**src/rtl/muldiv_unit.sv**
```systemverilog
// Iterative MIPS multiply/divide unit with architectural HI/LO registers.
// One radix-2 step per cycle: shift-add multiply, restoring divide, then a sign-fix cycle.
module muldiv_unit #(
  parameter int WIDTH  = 32,
  parameter int CNT_W  = $clog2(WIDTH) + 1,
  parameter bit DIV_EN = 1'b1
) (
  input  logic             clk,
  input  logic             resetn,
  input  logic             start,
  input  logic [5:0]       funct,
  input  logic [WIDTH-1:0] a,
  input  logic [WIDTH-1:0] b,
  input  logic             flush,
  output logic             busy,
  output logic             done,
  output logic [WIDTH-1:0] hi,
  output logic [WIDTH-1:0] lo
);

  localparam logic [5:0] F_MULT  = 6'b011000;
  localparam logic [5:0] F_MULTU = 6'b011001;
  localparam logic [5:0] F_DIV   = 6'b011010;
  localparam logic [5:0] F_DIVU  = 6'b011011;
  localparam logic [5:0] F_MTHI  = 6'b010001;
  localparam logic [5:0] F_MTLO  = 6'b010011;

  typedef enum logic [1:0] {IDLE, CALC, FIX} state_t;

  state_t                 state, state_nxt;
  logic [CNT_W-1:0]       cnt;
  logic [2*WIDTH-1:0]     acc;
  logic [WIDTH-1:0]       opb;
  logic [WIDTH-1:0]       a_raw;
  logic                   is_div, neg_a, neg_b, div_zero;

  logic                   accept, is_mul_f, is_div_f, sgn_f;
  logic [WIDTH:0]         mul_sum, div_part, div_diff;
  logic                   div_ge;
  logic [2*WIDTH-1:0]     mul_next, div_next, prod_fix;
  logic [WIDTH-1:0]       quot_fix, rem_fix, hi_res, lo_res;

  function automatic logic [WIDTH-1:0] magnitude(input logic [WIDTH-1:0] v, input logic s);
    return (s && v[WIDTH-1]) ? -v : v;
  endfunction

  function automatic logic signed [2*WIDTH-1:0] cond_neg2(input logic [2*WIDTH-1:0] v, input logic n);
    logic signed [2*WIDTH-1:0] sv;
    sv = $signed(v);
    return n ? -sv : sv;
  endfunction

  function automatic logic signed [WIDTH-1:0] cond_neg(input logic [WIDTH-1:0] v, input logic n);
    logic signed [WIDTH-1:0] sv;
    sv = $signed(v);
    return n ? -sv : sv;
  endfunction

  assign busy     = (state != IDLE);
  assign accept   = start && !flush && (state == IDLE);
  assign is_mul_f = (funct == F_MULT) || (funct == F_MULTU);
  assign is_div_f = DIV_EN && ((funct == F_DIV) || (funct == F_DIVU));
  assign sgn_f    = (funct == F_MULT) || (funct == F_DIV);

  always_comb begin
    state_nxt = state;
    case (state)
      IDLE:    if (accept && (is_mul_f || is_div_f)) state_nxt = CALC;
      CALC:    if (flush) state_nxt = IDLE;
               else if (cnt == CNT_W'(WIDTH - 1)) state_nxt = FIX;
      FIX:     state_nxt = IDLE;
      default: state_nxt = IDLE;
    endcase
  end

  always_ff @(posedge clk or negedge resetn) begin
    if (!resetn) state <= IDLE;
    else         state <= state_nxt;
  end

  // Multiply keeps the multiplier in the low half and shifts the product in from the top.
  always_comb begin
    mul_sum  = {1'b0, acc[2*WIDTH-1:WIDTH]} + {1'b0, (acc[0] ? opb : {WIDTH{1'b0}})};
    mul_next = {mul_sum, acc[WIDTH-1:1]};
    div_part = {acc[2*WIDTH-1:WIDTH], acc[WIDTH-1]};
    div_ge   = (div_part >= {1'b0, opb});
    div_diff = div_part - {1'b0, opb};
    div_next = {(div_ge ? div_diff[WIDTH-1:0] : div_part[WIDTH-1:0]), acc[WIDTH-2:0], div_ge};
  end

  always_comb begin
    prod_fix = cond_neg2(acc, neg_a ^ neg_b);
    quot_fix = cond_neg(acc[WIDTH-1:0], neg_a ^ neg_b);
    rem_fix  = cond_neg(acc[2*WIDTH-1:WIDTH], neg_a);
    if (!is_div) begin
      hi_res = prod_fix[2*WIDTH-1:WIDTH];
      lo_res = prod_fix[WIDTH-1:0];
    end else if (div_zero) begin
      hi_res = a_raw;
      lo_res = {WIDTH{1'b1}};
    end else begin
      hi_res = rem_fix;
      lo_res = quot_fix;
    end
  end

  always_ff @(posedge clk or negedge resetn) begin
    if (!resetn) begin
      cnt      <= '0;
      acc      <= '0;
      opb      <= '0;
      a_raw    <= '0;
      is_div   <= 1'b0;
      neg_a    <= 1'b0;
      neg_b    <= 1'b0;
      div_zero <= 1'b0;
      hi       <= '0;
      lo       <= '0;
      done     <= 1'b0;
    end else begin
      done <= 1'b0;
      case (state)
        IDLE: begin
          if (accept) begin
            if (is_mul_f || is_div_f) begin
              cnt      <= '0;
              is_div   <= is_div_f;
              neg_a    <= sgn_f & a[WIDTH-1];
              neg_b    <= sgn_f & b[WIDTH-1];
              div_zero <= (b == '0);
              a_raw    <= a;
              acc      <= {{WIDTH{1'b0}}, (is_div_f ? magnitude(a, sgn_f) : magnitude(b, sgn_f))};
              opb      <= is_div_f ? magnitude(b, sgn_f) : magnitude(a, sgn_f);
            end else if (funct == F_MTHI) begin
              hi <= a;
            end else if (funct == F_MTLO) begin
              lo <= a;
            end
          end
        end
        CALC: begin
          acc <= is_div ? div_next : mul_next;
          cnt <= cnt + 1'b1;
        end
        FIX: begin
          if (!flush) begin
            hi   <= hi_res;
            lo   <= lo_res;
            done <= 1'b1;
          end
        end
        default: ;
      endcase
    end
  end

endmodule

```
**config.mk**
```make
export PLATFORM = sky130hd
export DESIGN_NAME = muldiv_unit
export DESIGN_NICKNAME = d
export VERILOG_FILES = /design/src/rtl/muldiv_unit.sv
export SDC_FILE = /design/constraint.sdc
export NUM_CORES = 1
export LEC_CHECK = 0
export BUFFER_PORTS_ARGS = -buffer_cell sky130_fd_sc_hd__buf_2
export CORE_MARGIN = 2
export CORE_UTILIZATION = 30
export DETAILED_ROUTE_END_ITERATION = 10
export PLACE_DENSITY = 0.57
export SYNTH_ARGS = -nofsm -noshare
export SYNTH_HDL_FRONTEND = slang
export SYNTH_SLANG_ARGS = --single-unit
```
**constraint.sdc**
```tcl
create_clock -name clk -period 3.6 [get_ports clk]
set_clock_uncertainty 0.05 [all_clocks]
set_input_delay 0.18 -clock clk [delete_from_list [all_inputs] [get_ports clk]]
set_output_delay 0.18 -clock clk [all_outputs]
set_load 0.005 [all_outputs]
```
==> qor.txt, run 1 <==
CP max stage cell: or4_4
Layout cells sized above 1: 14.7%
Die area: 0.0589 sq mm
Maxcap violations: 0
Clk pin slew, worst setup/hold paths: 0.06 ns
Mapped Avg Cell Area: 7.68 sq um
CP Capture Type: flip-flop
Worst Min Path Start: b[15]
Largest net degree at the start of global routing: 102
Rel. slew slack: 14.2%
Synthesis-to-finish area growth: 19.3%
Final Hold Fails: 0
Clock sink count: 205
Post-layout nets: 2530
Post-synth EDFFs: 0
LEAKAGE: 9.10 nW
Post-route setup TNS: 0 ns
First-pass GRT wire length: 109000 um
DR pass1 iterations: 5
Routed Antenna Nets: 0
Commonest non-fill, non-tap cell in the layout: nand2_1
Routed vias: 18.0k
Syn Nets: 2370
FF+latch count, synth: 205
CORE AREA: 0.0564 sq mm
WS Path Type: flip-flop to flip-flop
Crit path DAT: 3.89 ns
Initial DRC count: 1673
Synthesized netlist cell count: 2225
# H-tree levels: 1
Critical Path Most Common Cell: or4_4
Critical path, cell by cell: or4_4 > or4_1 > or4_4 > or3_1 > nor4_4 > nor4b_1 > a21o_1 > o221ai_2
Clock Latency Late Sink: 0.58 ns
Drc violations: 0
Startpoint types: flip-flop
Post-synth ARST share: 100%
Crit Reg-Reg Startpoint: acc[12]$_DFFE_PN0P_
Peak supply drop: 0.000342 V
Wire length per cell: 23.1 um
Rows: 87
Post-CTS Setup Bufs: 0
Yosys cell types: 81
Grt total ovfl: 0
Final Core Density: 36.1%
Ports: 140
CTS max path bufs: 3
Final Power: 13.7 mW
Hold Path Class: input pin to flip-flop
CP Data Required Time: 4.04 ns
Vias in the first global route: 17.3k
Actual slew at the worst max-slew pin: 1.28 ns
Clk root buf: clkbuf_16
DIE HEIGHT: 243 um
Pwr dens: 674 mW/mm^2
TritonCTS clock tree: built
Via density: 5.71
# setup viols final: 0
Clock buffer count from CTS: 25
Final Cycle Share: 95.8%
Commonest cells after routing, fill and taps aside: 321 x nand2_1, 213 x o21ai_0, 203 x dfrtp_1
ANT cells: 0
Pins Over Slew Limit: 0
GRT Total Usage: 24.0%
Minimum clock period: 3.45 ns
Status: complete, no violations
Sequential area share after synthesis: 30.0%
Synth warnings: 0
F_max: 290 MHz
Crit Path Max Fanout: 7
Final HPWL DP: 55700 um
Initial antenna violation count: 3
CP peak stage delay: 0.61 ns
RD Place Congestion: 0.980
Routed wire length: 73100 um
Worst setup startpoint: acc[12]$_DFFE_PN0P_
Initial Util: 30.3%
# port buffers: 139
RSZ-0062 raised after global routing: no
Die X: 243 um
Cell Area, Synth: 0.0171 sq mm
Post-synth top flop: dfrtp_1
==> final timing paths <==
check | cells after the start | endpoint | slack, ns
setup / recovery | 8 | hi[12]$_DFFE_PN0P_ | 0.15
hold / removal | 5 | opb[15]$_DFFE_PN0P_ | 0.02
setup reg to reg | 8 | hi[12]$_DFFE_PN0P_ | 0.15
hold reg to reg | 2 | lo[6]$_DFFE_PN0P_ | 0.43
max in group asynchronous | 3 | acc[56]$_DFFE_PN0P_ | 2.37
min in group asynchronous | 2 | acc[9]$_DFFE_PN0P_ | 0.17
==> worst max-delay path: cells and delay by family, from the launching register on <==
kind	cells	cell delay [ns]
AO/OA/AOI/OAI	2	0.36
flip-flops	1	0.38
AND/OR/NAND/NOR	6	2.58
==> logic make-up (layout without fill, tap and decap cells) <==
logic type | count (synthesis) | after routing | synth area share [%]
multiplexers | 58 | 58 | 3.43
adder cells (fa/ha/maj) | 71 | 71 | 5.29
XOR/XNOR | 182 | 182 | 9.33
AND/OR/NAND/NOR | 754 | 754 | 20.2
AO/OA/AOI/OAI | 724 | 724 | 26.4
flip-flops | 205 | 205 | 30.0
buffers and inverters | 231 | 410 | 5.32
==> cell usage after synthesis (all sizes together) (5+ instances only) <==
cell	count	share of area, %
a211oi	46	2.0
a21o	35	1.5
a21oi	167	4.9
a221oi	7	0.40
a22oi	18	0.79
a31oi	28	1.0
and2	7	0.26
and3	12	0.44
buf	19	0.65
clkbuf	146	3.2
dfrtp	205	30
ha	69	5.1
inv	64	1.4
mux2i	54	3.2
nand2	323	7.1
nand2b	16	0.59
nand3	33	0.97
nand3b	5	0.22
nand4	21	0.77
nor2	191	4.2
nor2b	13	0.48
nor3	40	1.2
nor3b	5	0.22
nor4	20	0.82
o211ai	57	2.5
o21a	10	0.44
o21ai	227	6.7
o21bai	6	0.26
o221ai	15	0.81
o22ai	34	1.2
o31ai	27	1.2
o41ai	11	0.61
or2	6	0.22
or3	27	0.99
or4	18	0.88
xnor2	104	5.3
xor2	78	4.0
==> power breakdown <==
| group | switching [mW] | internal (mW) | total, mW |
|---|---|---|---|
| sequential | 0.649 | 2.85 | 3.50 |
| combinational | 4.46 | 3.00 | 7.46 |
| clock | 1.18 | 1.59 | 2.77 |
==> stage by stage <==
step	area, sq um	hold slack (ns)	instances	setup slack, ns
floorplan	17100	-0.166	2225	0.242
global placement	19200	0.234	3083	0.0798
detailed placement	19200	0.242	3083	0.0440
CTS	20300	0.00768	3160	0.0274
global route	20400	0.0482	3160	0.0109
finish	20400	0.0207	3160	0.150
==> metal layers <==
metal | share of wire, % | vias to the layer above | GRT usage, %
met5 | 0 | - | 0
met4 | 4.3 | 0 | 8.52
li1 | - | 8331 | -
met3 | 7.0 | 154 | 3.27
met2 | 45 | 829 | 38.6
met1 | 43 | 8732 | 32.9
==> timing repair <==
item | in CTS | in global routing
hold endpoints to repair | 120 | 0
gates resized for setup | 0 | 9
hold buffers | 31 | 0
setup endpoints to repair | 0 | 12
==> sequential cells by signal, summed over array words and instances (netlist names) <==
name and cells:
lo 32, div_zero 1, is_div 1, cnt 6, neg_b 1, a_raw 32, hi 32, acc 64
opb 32, done 1, state 2, neg_a 1
==> layout make-up <==
| cell class | count | area [sq um] |
|---|---|---|
| inverters | 66 | 248 |
| flip-flops and latches | 205 | 5130 |
| well taps | 756 | 946 |
| clock inverters | 15 | 184 |
| fillers | 6023 | 36000 |
| repair buffers | 298 | 2040 |
| clock buffers | 31 | 688 |
| multi-input cells | 1789 | 11100 |
(Power assumes the default switching activity.)
==> run 2: changes to the inputs <==
==> constraint.sdc (replaced) <==
create_clock -name clk -period 3.6 [get_ports clk]
set_clock_uncertainty 0.05 [all_clocks]
set_input_delay 0.36 -clock clk [delete_from_list [all_inputs] [get_ports clk]]
set_output_delay 0.36 -clock clk [all_outputs]
set_load 0.005 [all_outputs]
==> qor.txt, run 2 (synthesized netlist as in run 1, its figures left out) <==
F_max: 288 MHz
Grt met2 use: 37.6%
# setup viols final: 0
Hold Path Class: input pin to flip-flop
Initial antenna violation count: 2
Hold path depth: 3
CP Data Required Time: 4.00 ns
Final HPWL DP: 55900 um
Top delay family on crit path: compound AO/OA/AOI/OAI gates
Routed Antenna Nets: 0
Commonest cells after routing, fill and taps aside: 321 x nand2_1, 213 x o21ai_0, 204 x dfrtp_1
Final Cycle Share: 96.6%
Rel. slew slack: 28.4%
Wire length per cell: 23.0 um
Post-route setup TNS: 0 ns
Largest Register: acc
Routing usage on met1: 32.5%
CORE AREA: 0.0564 sq mm
Drc violations: 0
Routed wire length: 72100 um
Post-layout nets: 2502
Critical path, cell by cell: inv_1 > ha_1 > inv_1 > fa_1 > a21o_1 > a221oi_1 > buf_4 > o21ai_0 > buf_4 > o211ai_1 > nand2_1 > a21oi_1 > xor2_1 > o211ai_1 > a22o_1
Hold Worst Slack: 0.0504 ns
Pwr dens: 689 mW/mm^2
Clk pin slew, worst setup/hold paths: 0.07 ns
Die X: 243 um
Grt total ovfl: 0
Final Core Density: 35.7%
Peak supply drop: 0.000390 V
GR peak layer: met2
Initial Util: 30.3%
Status: complete, no violations
Worst path depth: 15
WS Path Type: flip-flop to flip-flop
CTS max path bufs: 3
Crit path DAT: 3.87 ns
LEAKAGE: 9.02 nW
Startpoint types: flip-flop
Actual slew at the worst max-slew pin: 1.07 ns
DR pass1 iterations: 8
# port buffers: 139
GRT Total Usage: 23.7%
Maxcap violations: 0
Clock Latency Late Sink: 0.57 ns
Clock buffer count from CTS: 25
Largest net degree at the start of global routing: 95
Max reg flops: 64
Final Hold Fails: 0
DIE HEIGHT: 243 um
Clock sink count: 205
CP peak stage delay: 0.41 ns
Clk root buf: clkbuf_16
Crit Path Max Fanout: 5
Initial DRC count: 1904
CP max stage cell: fa_1
RSZ-0062 raised after global routing: no
CP Capture Type: flip-flop
GR Util met3: 3.67%
Synthesis-to-finish area growth: 17.9%
TritonCTS clock tree: built
Post-CTS Setup Bufs: 0
Rows: 87
RD Place Congestion: 0.966
Via density: 5.73
Pins Over Slew Limit: 0
Layout cells sized above 1: 14.9%
Routed vias: 17.9k
CP Buf/Inv Count: 4
First-pass GRT wire length: 107000 um
ANT cells: 0
Commonest non-fill, non-tap cell in the layout: nand2_1
Die area: 0.0589 sq mm
R2R cell count: 15
Fill count: 6004
Minimum clock period: 3.48 ns
Final Power: 13.9 mW
# H-tree levels: 1
Ports: 140
Vias in the first global route: 17.0k
==> run 2: changes by cell type in the layout (fill, tap and decap cells not counted), sizes merged <==
| cell | before | now |
|---|---|---|
| dlygate4sd3 | 31 | 1 |
| bufinv | 3 | 7 |
| clkbuf | 32 | 29 |
| buf | 266 | 268 |
| inv | 66 | 65 |
==> run 2: layout make-up <==
type	instances	area [sq um]	area share (%)
Sequential cell	205	5130	25.5
Inverter	66	248	1.23
Timing Repair Buffer	270	1740	8.64
Clock buffer	28	657	3.26
Multi-Input combinational cell	1789	11100	55.3
Tap cell	756	946	4.69
Clock inverter	18	292	1.45
==> run 2: worst paths after layout <==
kind                                    endpoint  slack (ns)                  start
max                          acc[52]$_DFFE_PN0P_        0.12    acc[31]$_DFFE_PN0P_
max in group asynchronous      hi[1]$_DFFE_PN0P_        2.29                 resetn
min in group asynchronous      lo[4]$_DFFE_PN0P_        0.41                 resetn
min reg2reg                a_raw[16]$_DFFE_PN0P_        0.43  a_raw[16]$_DFFE_PN0P_
max reg2reg                  acc[52]$_DFFE_PN0P_        0.12    acc[31]$_DFFE_PN0P_
min                         a_raw[9]$_DFFE_PN0P_        0.05                   a[9]
==> run 2: routing by layer <==
| metal | wire [um] | share of wire (%) |
|---|---|---|
| met5 | 0 | 0 |
| met1 | 30700 | 43 |
| met4 | 3090 | 4.3 |
| met2 | 32200 | 45 |
| met3 | 6140 | 8.5 |
==> run 2: power by group <==
part	internal, mW	switching [mW]	leakage, nW
Clock	1.83	1.16	0.460
Sequential	2.85	0.653	2.61
Combinational	2.98	4.41	5.95
==> run 2: metrics by stage <==
stage | std cells | area, sq um | setup WS [ns]
floorplan | 2225 | 17100 | 0.242
global placement | 3085 | 19200 | 0.0406
detailed placement | 3085 | 19200 | 0.0233
CTS | 3132 | 20100 | 0.0698
global route | 3132 | 20100 | 0.00664
finish | 3132 | 20100 | 0.123
==> run 2: what timing repair did <==
item | 4_1_cts | 5_1_grt
pin swaps | 0 | 2
endpoints found under the hold margin | 91 | 0
hold buffers | 1 | 0
gates resized for setup | 1 | 8
setup endpoints to repair | 1 | 14
==> run 2: worst register-to-register path: cells and delay by family (launching register included) <==
family | cells | cell delay [ns]
AND/OR/NAND/NOR | 1 | 0.12
adder cells (fa/ha/maj) | 2 | 0.60
buffers and inverters | 4 | 0.50
AO/OA/AOI/OAI | 7 | 1.44
flip-flops | 1 | 0.38
XOR/XNOR | 1 | 0.27
==> run 3: changes to the inputs <==
--- a/config.mk
+++ b/config.mk
@@ -5,10 +5,11 @@
 export SDC_FILE = /design/constraint.sdc
 export NUM_CORES = 1
 export LEC_CHECK = 0
-export BUFFER_PORTS_ARGS = -buffer_cell sky130_fd_sc_hd__buf_2
+export BUFFER_PORTS_ARGS = -buffer_cell sky130_fd_sc_hd__buf_4
 export CORE_MARGIN = 2
 export CORE_UTILIZATION = 30
 export DETAILED_ROUTE_END_ITERATION = 10
+export GPL_TIMING_DRIVEN = 0
 export PLACE_DENSITY = 0.57
 export SYNTH_ARGS = -nofsm -noshare
 export SYNTH_HDL_FRONTEND = slang
==> qor.txt, run 3 (synthesized netlist as in run 1, its figures left out) <==
Status: complete, no violations
First-pass GRT wire length: 116000 um
Synthesis-to-finish area growth: 19.5%
Initial antenna violation count: 1
Rel. slew slack: 17.0%
Die area: 0.0589 sq mm
Maxcap violations: 0
Placed cell area: 0.0191 sq mm
CP peak stage delay: 0.54 ns
Design area: 0.0204 sq mm
Reg area: 0.00513 sq mm
Final Cycle Share: 98.9%
Startpoint types: flip-flop
Largest net degree at the start of global routing: 113
RD Place Congestion: 0.993
Grt total ovfl: 0
CP Data Required Time: 4.00 ns
Fin cells: 3176
# port buffers: 132
Max reg flops: 64
Routed Antenna Nets: 0
Rows: 87
RSZ-0062 raised after global routing: yes
Final HPWL DP: 62200 um
WS Path Type: flip-flop to flip-flop
DR pass1 iterations: 8
Pwr dens: 678 mW/mm^2
Via density: 5.83
Fill count: 5996
Top delay family on crit path: simple AND/OR/NAND/NOR gates
Drc violations: 0
TritonCTS clock tree: built
Minimum clock period: 3.56 ns
# H-tree levels: 1
Clock buffer count from CTS: 25
Final Hold Fails: 0
Vias in the first global route: 17.8k
Initial Util: 30.3%
Clk pin slew, worst setup/hold paths: 0.07 ns
Clock sink count: 205
ANT cells: 0
CTS max path bufs: 3
Peak supply drop: 0.000491 V
F_max: 281 MHz
Routed vias: 18.5k
Actual slew at the worst max-slew pin: 1.24 ns
Layout cells sized above 1: 11.6%
Crit Path Max Fanout: 8
Dpl cells: 3114
GRT Total Usage: 26.2%
Post-layout nets: 2546
Clock Latency Late Sink: 0.57 ns
Ports: 140
CP max stage cell: or4_4
Initial DRC count: 1834
Clk root buf: clkbuf_16
Hold Path Class: input pin to flip-flop
CP Capture Type: flip-flop
Hold Worst Slack: 0.0461 ns
Wire length per cell: 25.2 um
Footprint of the multi-input gates: 0.0113 sq mm
CORE AREA: 0.0564 sq mm
Placement Setup Slack: -1.39 ns
Routed wire length: 80100 um
Commonest non-fill, non-tap cell in the layout: nand2_1
CP Buf/Inv Count: 3
Commonest cells after routing, fill and taps aside: 321 x nand2_1, 202 x o21ai_0, 201 x dfrtp_1
LEAKAGE: 8.77 nW
Largest Register: acc
DIE HEIGHT: 243 um
Crit path DAT: 3.96 ns
# setup viols final: 0
Die X: 243 um
Pins Over Slew Limit: 0
Final setup margin: 0.0385 ns
Critical path, cell by cell: buf_6 > or4_4 > or4_4 > buf_6 > or4_4 > or2_1 > buf_6 > o31ai_4 > xor2_2 > o221ai_2 > o21ai_1 > o21ai_1
## run 3: cell types whose count changed in the layout (fill, tap and decap cells not counted), moves of 4 or more
cell and delta:
buf_1 +9, buf_2 -135, buf_4 +26, buf_6 +5
clkbuf_1 +135, clkbuf_4 +5, dfrtp_2 +4, nor3_1 -6
nor3_2 +5, o21ai_0 -11, o21ai_1 +10
## run 3: worst paths after layout
kind	start	to	slack, ns	cells after the start
min reg2reg	a_raw[3]$_DFFE_PN0P_	a_raw[3]$_DFFE_PN0P_	0.43	2
min in group asynchronous	resetn	lo[5]$_DFFE_PN0P_	0.34	2
min	a[23]	a_raw[23]$_DFFE_PN0P_	0.05	3
max	acc[11]$_DFFE_PN0P_	hi[19]$_DFFE_PN0P_	0.04	12
max in group asynchronous	resetn	acc[57]$_DFFE_PN0P_	2.06	3
max reg2reg	acc[11]$_DFFE_PN0P_	hi[19]$_DFFE_PN0P_	0.04	12
## run 3: report_power, final
part	leakage [nW]	total (mW)	internal, mW	switching (mW)
Combinational	5.71	7.20	2.77	4.42
Clock	0.451	2.95	1.79	1.16
Sequential	2.60	3.68	2.85	0.832
Total	8.77	13.8	7.41	6.42
## run 3: worst min-delay path, stage by stage
cell and delay (ns):
buf_4 0.16, nand2_1 0.07, nand2_1 0.04
## run 3: metrics by stage
step	util [%]	total power, mW	setup TNS (ns)
final	36.2	13.8	0
after global placement	33.7	10.3	-35.33
after global routing	36.2	14.6	-0.0375
after CTS	35.8	13.5	0
after floorplan	-	8.11	0
after detailed placement	33.8	10.4	-38.28
## run 3: layer usage
layer  GRT usage, %  part of all wire, %
met4           7.24                  2.9
met3           5.04                  7.8
met5              0                    0
met2           41.7                   45
met1           36.3                   44
## run 3: what timing repair did
action | 4_1_cts | 5_1_grt
pin swaps | 4 | 13
buffers inserted | 9 | 11
endpoints found under the setup margin | 64 | 51
endpoints found under the hold margin | 95 | 0
resized for setup | 40 | 44
hold buffers | 2 | 0
gates cloned | 0 | 0
## run 3: layout make-up
cell class | instances | share of cell area, %
Clock inverter | 13 | 1.10
Clock buffer | 33 | 3.41
Tap cell | 756 | 4.63
Buffer | 159 | 3.32
Inverter | 66 | 1.23
Timing Repair Buffer | 155 | 5.92
Sequential cell | 205 | 25.2
Multi-Input combinational cell | 1789 | 55.2
